===== src/rtl/bist_pkg.sv =====
// Shared types and constants for the BIST controller: FSM state encoding,
// LFSR/MISR widths, feedback taps, default seed and the LFSR step function.
package bist_pkg;

    typedef enum logic [1:0] {
        S_IDLE,
        S_RUN,
        S_DRAIN,
        S_DONE
    } bist_state_t;

    localparam int LFSR_W = 4;
    localparam int MISR_W = 5;

    // x^4+x^3+1: feedback is l[3]^l[2]
    localparam logic [LFSR_W-1:0] LFSR_TAPS = 4'b1100;
    // x^5+x^2+1: the bit shifted out of m[4] also folds into bit 2
    localparam logic [MISR_W-1:0] MISR_TAPS = 5'b00100;

    localparam logic [LFSR_W-1:0] DEF_SEED = 4'b0001;

    function automatic logic [LFSR_W-1:0] lfsr_next(input logic [LFSR_W-1:0] l);
        return {l[LFSR_W-2:0], ^(l & LFSR_TAPS)};
    endfunction

endpackage


===== src/rtl/bist_misr.sv =====
// 5-bit internal-XOR MISR (x^5+x^2+1) compacting CUT responses.
// Ports: clk, rst (async high), clr (sync clear), en (absorb din), din, sig.
module bist_misr
    import bist_pkg::*;
(
    input  logic              clk,
    input  logic              rst,
    input  logic              clr,
    input  logic              en,
    input  logic [MISR_W-1:0] din,
    output logic [MISR_W-1:0] sig
);

    logic [MISR_W-1:0] sig_q;
    logic [MISR_W-1:0] sig_d;
    logic [MISR_W-1:0] rot;

    // rotate gives n0=m4 and n(i)=m(i-1); taps add m4 into bit 2
    assign rot = {sig_q[MISR_W-2:0], sig_q[MISR_W-1]};

    always_comb begin
        sig_d = sig_q;
        if (clr) begin
            sig_d = '0;
        end else if (en) begin
            sig_d = rot ^ (sig_q[MISR_W-1] ? MISR_TAPS : '0) ^ din;
        end
    end

    always_ff @(posedge clk or posedge rst) begin
        if (rst) begin
            sig_q <= '0;
        end else begin
            sig_q <= sig_d;
        end
    end

    assign sig = sig_q;

endmodule


===== src/rtl/bist_ctrl.sv =====
// BIST controller: LFSR pattern source, pattern counter and run FSM around a
// combinational CUT, with a MISR signature and pass/fail against GOLDEN.
// Ports: clk, rst (async high), start, busy, done, pass, signature,
//        cut_pi (pattern to CUT), cut_po (CUT response).
// Build option: define BIST_PIPE_EN to register cut_po before the MISR
// (adds a DRAIN cycle; final signature unchanged).
module bist_ctrl
    import bist_pkg::*;
#(
    parameter int              PI_W    = 4,
    parameter int              PO_W    = 5,
    parameter int              PAT_CNT = 15,
    parameter logic [3:0]      SEED    = 4'b0001,
    parameter logic [4:0]      GOLDEN  = 5'b00000
) (
    input  logic              clk,
    input  logic              rst,
    input  logic              start,
    output logic              busy,
    output logic              done,
    output logic              pass,
    output logic [MISR_W-1:0] signature,
    output logic [PI_W-1:0]   cut_pi,
    input  logic [PO_W-1:0]   cut_po
);

    localparam logic [LFSR_W-1:0] SEED_N = (SEED == '0) ? DEF_SEED : SEED;
    localparam logic [3:0]        LAST   = 4'(PAT_CNT - 1);

    bist_state_t       state_q, state_d;
    logic [LFSR_W-1:0] lfsr_q, lfsr_d;
    logic [3:0]        cnt_q, cnt_d;
    logic              misr_clr;
    logic              misr_en;
    logic [PO_W-1:0]   misr_din;
    bist_state_t       run_exit;

`ifdef BIST_PIPE_EN
    logic [PO_W-1:0] po_q;
    logic            pvld_q;

    // pvld_q marks po_q as a real RUN response; the first RUN cycle is a bubble
    always_ff @(posedge clk or posedge rst) begin
        if (rst) begin
            po_q   <= '0;
            pvld_q <= 1'b0;
        end else begin
            po_q   <= cut_po;
            pvld_q <= (state_q == S_RUN);
        end
    end

    assign misr_en  = pvld_q;
    assign misr_din = po_q;
    assign run_exit = S_DRAIN;
`else
    assign misr_en  = (state_q == S_RUN);
    assign misr_din = cut_po;
    assign run_exit = S_DONE;
`endif

    always_comb begin
        state_d  = state_q;
        lfsr_d   = lfsr_q;
        cnt_d    = cnt_q;
        misr_clr = 1'b0;
        unique case (state_q)
            S_IDLE, S_DONE: begin
                if (start) begin
                    state_d  = S_RUN;
                    lfsr_d   = SEED_N;
                    cnt_d    = '0;
                    misr_clr = 1'b1;
                end
            end
            S_RUN: begin
                lfsr_d = lfsr_next(lfsr_q);
                cnt_d  = 4'(cnt_q + 4'd1);
                if (cnt_q == LAST) begin
                    state_d = run_exit;
                end
            end
            S_DRAIN: begin
                state_d = S_DONE;
            end
            default: begin
                state_d = S_IDLE;
            end
        endcase
    end

    always_ff @(posedge clk or posedge rst) begin
        if (rst) begin
            state_q <= S_IDLE;
            lfsr_q  <= SEED_N;
            cnt_q   <= '0;
        end else begin
            state_q <= state_d;
            lfsr_q  <= lfsr_d;
            cnt_q   <= cnt_d;
        end
    end

    bist_misr u_misr (
        .clk (clk),
        .rst (rst),
        .clr (misr_clr),
        .en  (misr_en),
        .din (misr_din),
        .sig (signature)
    );

    assign busy   = (state_q == S_RUN) || (state_q == S_DRAIN);
    assign done   = (state_q == S_DONE);
    assign pass   = done && (signature == GOLDEN);
    assign cut_pi = (state_q == S_RUN) ? lfsr_q : SEED_N;

endmodule


===== config.mk =====
export PLATFORM = sky130hd
export DESIGN_NAME = bist_ctrl
export DESIGN_NICKNAME = d
export VERILOG_FILES = /design/src/rtl/bist_pkg.sv /design/src/rtl/bist_misr.sv /design/src/rtl/bist_ctrl.sv
export SDC_FILE = /design/constraint.sdc
export NUM_CORES = 1
export LEC_CHECK = 0
export CAP_MARGIN = 20
export CELL_PAD_IN_SITES_DETAIL_PLACEMENT = 0
export CELL_PAD_IN_SITES_GLOBAL_PLACEMENT = 2
export CORE_MARGIN = 2
export CORE_UTILIZATION = 31
export DETAILED_ROUTE_END_ITERATION = 8
export GPL_TIMING_DRIVEN = 0
export PLACE_DENSITY_LB_ADDON = 0.1
export SYNTH_ARGS = -nofsm -noshare
export SYNTH_HDL_FRONTEND = slang
export SYNTH_SLANG_ARGS = --single-unit

===== constraint.sdc =====
create_clock -name clk -period 2.8 [get_ports clk]
set_clock_uncertainty 0.15 [all_clocks]
set_input_delay 0.56 -clock clk [delete_from_list [all_inputs] [get_ports clk]]
set_output_delay 0.56 -clock clk [all_outputs]
set_load 0.02 [all_outputs]

After elaboration in Yosys (flattened, before gate mapping)
Index checks and enable logic that the tools add are counted.

Equality and inequality tests: 6. Add/subtract/negate cells: 1. Reduce and logical (&&, ||, !) cells: 10. Bitwise gates (word level): 2. Mux-type cells: 13.

Operators by type and width (number): $pmux 4 s2 (2); $mux 4 (3); $mux 5 (2); $xor 5x5->5 (2); $pmux 2 s3 (1); $logic_not 5->1 (1); $add 4x1->4 const B (1); $eq 2x2->1 const B (2); $eq 4x4->1 const B (1); $mux 2 (2); $reduce_and 2->1 (2); $reduce_bool 2->1 (2); $reduce_xor 4->1 (1); $mux 3 (1); $eq 2x1->1 const B (1); $logic_not 2->1 (1); $mux 1 (2); $ne 2x1->1 const B (1); $ne 2x2->1 const B (1); $reduce_or 2->1 (1); $logic_and 1x1->1 (1); $logic_or 1x1->1 (1).

Input port bits: 8. Register bits: 15. Logic and storage cells: 36.

Logic depth before layout (Yosys ltp)
Word-level depth: 5. Gate-level depth with buffers: 6.

Hierarchy
From an unflattened synthesis, not the netlist that was laid out.

Cell total of the unflattened synthesis: 80. Area, all modules: 838.3 µm².

Modules (own cells, without submodules): bist_ctrl (cells an instance 58, times used 1, area each 584.3 µm²); bist_misr (cells an instance 22, times used 1, area each 254.0 µm²).

Least setup slack after synthesis
OpenSTA, ideal clock, no wires.

Path kind: register to output. From: register state_q[0]. To: output pass. Data required time: 2.090 ns. Stages on the path, launching flop included: 4. Arrival time: 1.388 ns. Buffers on the path: 0. Setup slack: 0.702 ns. Cell sequence: dfrtp_1 > ha_1 > or4b_1 > nor3_2.

Word-level cells in the longest chain between the ends: 2.

Ends and longest elaborated chain: from (decl) (line bist_ctrl.sv:30) `bist_state_t state_q, state_d;`; from (signal assigned) (line bist_ctrl.sv:98) `state_q <= state_d;`; $eq 2x2->1 (line bist_ctrl.sv:114) `assign done = (state_q == S_DONE);`; via done (line bist_ctrl.sv:20) `output logic done,`; $logic_and 1x1->1 (line bist_ctrl.sv:115) `assign pass = done && (signature == GOLDEN);`; to (decl) (line bist_ctrl.sv:21) `output logic pass,`.

The timed path passes the listed nets, and every way through them passes these cells.

Worst setup path after layout
From: register state_q[1]. To: output cut_pi[2].

Word-level cells in the longest chain between the ends: 2.

Ends and longest elaborated chain: $eq 2x1->1 (line bist_ctrl.sv:116) `assign cut_pi = (state_q == S_RUN) ? lfsr_q : SEED_N;`; $mux 4 (line bist_ctrl.sv:116); to (decl) (line bist_ctrl.sv:23) `output logic [PI_W-1:0] cut_pi,`.

Every way passes these cells.

==> out/results.ini <==
[run_status]
outcome = completed

[sta]
holdWs_ns = 0.333
finalMaxSlewViolations = 0
min_period_over_period_pct = 96.3
grt_setup_unrepaired = false
setup_violations = 0
hold_viol_final = 0
relSlewSlack_pct = 60.7
period_needed_ns = 2.70
timing.fmax_mhz = 371
transition_time_at_the_pin_with_the_least_slew_margin_ns = 0.588
final_critical_path_setup_slack_ns = 0.104
tns_ns = 0

[clock_tree]
numCtsBuffers = 3
post_cts_clock_slew_at_the_launch_and_capture_registers_of_the_worst_setup_and_hold_paths_ns = 0.08
clk-insertion-delay-late_ns = 0.29
cts_buffer_depth = 2
post_cts_setup_buffer_count = 0
clockRootBuffer = clkbuf_4
tritoncts = done
clkSinkCount = 15
htree_num_levels = 1

[grt]
gr-total-overflow = 0
largest_net_degree_at_the_start_of_global_routing = 16
grt_pass1_vias = 628
first_pass_grt_wire_length_um = 3080
antenna_found_initial = 0
gr-usage-all-layers_pct = 12.6

[floorplan]
placementRows = 18
die_area_mm2 = 0.00314
die-width_um = 56.0
die_height_um = 56.0
core_region_area_mm2 = 0.00252
io_pins = 20
initial_core_util_pct = 33.3

[place]
port-buffer-count = 18
dpl.cell_count = 131
postPlaceCellArea_mm2 = 0.00106
pre_cts_slack_ns = 0.264
gp_congestion = 0.658
detailed_place_hpwl_um = 1330

[power]
power.net_switching_uw = 528
clock_power_share_pct = 10.1
power.switching_fraction_pct = 42.7
leakage_nw = 0.496
ir_worst_vdd_mv = 0.567
power.sequential.fraction_pct = 33.8
power-per-cell-area_mw_per_mm2 = 1130
cellInternalPower_uw = 708
fraction_of_power_consumed_by_combinational_cells_pct = 56.1

[min_path]
worst_hold_path.num_cells = 2
timing.hold.worst.class = reg2reg
hold_path.startpoint = lfsr_q[1]
hold_end = lfsr_q[1]

[layout]
area_delta_synth_final_pct = 30.1
layout_common_cells = clkdlybuf4s50_1, dfrtp_1, nand2_1
fin_cells = 135
layout.cells.most_common = clkdlybuf4s50_1
number_of_fillers_in_the_final_layout = 261
final_nets = 118
fin_area_mm2 = 0.00109
antenna-diode-count = 0
post_route_cells_drive_above_1_share_pct = 14.3

[routing]
drt.antenna.violating_nets = 0
drt_first_pass_iters = 4
vias = 660
routedWlPerCell_um = 13.3
post-route-drc-count = 0
vias_per_cell = 4.89
drt-initial-drc-count = 16
detail_route.wirelength_um = 1800

[critical_path]
timing.critical_path.max_delay_family = buffers and inverters
timing.critical_path.slowest_cell_delay_ns = 0.59
timing.rr.start = state_q[0]
cp.buffers_inverters = 4
rrSetupSlack_ns = 1.15
cp_slowest_cell = clkdlybuf4s50_1
cp.required_ns = 2.09
cp_data_arrival_time_ns = 1.99
setup.worst_path.start_class = flip-flop
path_max_fanout = 10
critical_path_s_most_frequent_cell = buf_4
cp_cell_sequence = inv_1 -> ha_2 -> buf_4 -> and2_1 -> buf_4 -> clkdlybuf4s50_1
timing.rr.end = lfsr_q[1]
critical_path_class = reg2out
worst-r2r-cell-count = 5
nature_of_the_critical_path_endpoint = primary output

[run]
maxCapViolCount = 0

[synthesis]
syn-cell-area_um2 = 840
post_synth.cell_area_avg_um2 = 10.1
yosys_warnings = 0
part_of_the_yosys_area_used_for_sequential_elements_pct = 44.9
syn-num-nets = 95
number_of_library_cell_types_mapped_by_synthesis = 31
synth-seq-cells = 15
syn_inst = 83

-- state kept, by name, indices dropped and copies added (netlist names) --
name,flops
u_misr.sig,5
state_q,2
cnt_q,4
lfsr_q,4
-- per-stage QoR --
step	power (mW)	util [%]
6_report	1.24	43.3
5_1_grt	1.35	43.3
4_1_cts	1.26	43.2
3_5_place_dp	1.12	41.9
3_3_place_gp	1.11	41.9
2_1_floorplan	0.865	-
-- cell type report --
| class | count | area [um2] | area share, % |
|---|---|---|---|
| clock buffers | 3 | 22.5 | 2.06 |
| plain buffers | 6 | 40.0 | 3.67 |
| repair buffers | 18 | 183 | 16.7 |
| clock inverters | 1 | 5.00 | 0.458 |
| inverters | 6 | 22.5 | 2.06 |
| flip-flops and latches | 15 | 377 | 34.5 |
| multi-input cells | 56 | 405 | 37.1 |
| well taps | 30 | 37.5 | 3.44 |
-- logic make-up (layout without fill, tap and decap cells) --
kind of cell | count (synthesis) | after routing | share of synthesized area [%]
buffers and inverters | 12 | 34 | 7.15
adder cells (fa/ha/maj) | 4 | 4 | 5.96
AO/OA/AOI/OAI | 17 | 17 | 14.8
multiplexers | 1 | 1 | 2.68
AND/OR/NAND/NOR | 28 | 28 | 18.3
flip-flops | 15 | 15 | 44.9
XOR/XNOR | 6 | 6 | 6.26
-- timing repair --
action / 4_1_cts / 5_1_grt
gates resized for setup: 2 / 1
hold buffers: 0 / 0
setup endpoints to repair: 1 / 1
-- routing by layer --
layer  track usage [%]  share of wire [%]
met1              17.3                 50
met2              18.0                 44
met3              5.12                4.9
met4              4.08                1.0
met5                 0                  0
-- cells in the mapped netlist --
master      n  share of area, %
nor2_1      4               1.8
nand2b_4    1               1.6
o211ai_1    1              0.89
nor3_2      1               1.2
a221oi_1    4               4.2
nor3_1      2               1.2
xnor2_1     5               5.2
a32oi_1     1               1.0
nand2_1    10               4.5
nand4b_1    1               1.0
buf_4       3               2.7
ha_1        4               6.0
buf_2       2               1.2
dfrtp_1    14                42
and2_1      3               2.2
clkbuf_2    1              0.60
a22o_1      1               1.0
xor2_1      1               1.0
a21boi_0    1              0.89
o2bb2ai_1   1               1.0
a21o_1      1              0.89
nor2b_1     2               1.5
or4b_1      1               1.2
a21oi_1     1              0.60
a32o_1      1               1.2
dfstp_2     1               3.1
o21ai_0     5               3.0
nand3_1     1              0.60
mux2i_4     1               2.7
inv_1       6               2.7
and3_1      2               1.5
-- worst reg2reg max path, delay by kind of cell (launching register included) --
kind / cells / cell delay, ns
fa+ha+maj: 1 / 0.32
mux: 1 / 0.36
flops: 1 / 0.41
simple gates: 1 / 0.09
buf+inv: 1 / 0.18
compound gates: 1 / 0.07
-- power groups by stage --
stage          combinational [mW]  sequential (mW)  clock, mW
2_1_floorplan               0.424            0.441          0
3_3_place_gp                0.691            0.422          0
3_5_place_dp                0.697            0.425          0
4_1_cts                     0.706            0.420      0.134
5_1_grt                     0.771            0.437      0.144
6_report                    0.693            0.418      0.125
-- worst max path at each step --
stage | start | end | slack [ns] | depth (start not counted)
floorplan | state_q[0] | pass | 0.70 | 3
finish | state_q[1] | cut_pi[2] | 0.10 | 6
global placement | state_q[1] | cut_pi[2] | 0.30 | 6
CTS | state_q[0] | pass | 0.04 | 4
global route | state_q[1] | cut_pi[2] | 0.02 | 6
detailed placement | state_q[1] | cut_pi[2] | 0.26 | 6
Note: power is estimated with default switching activity, not from simulation.
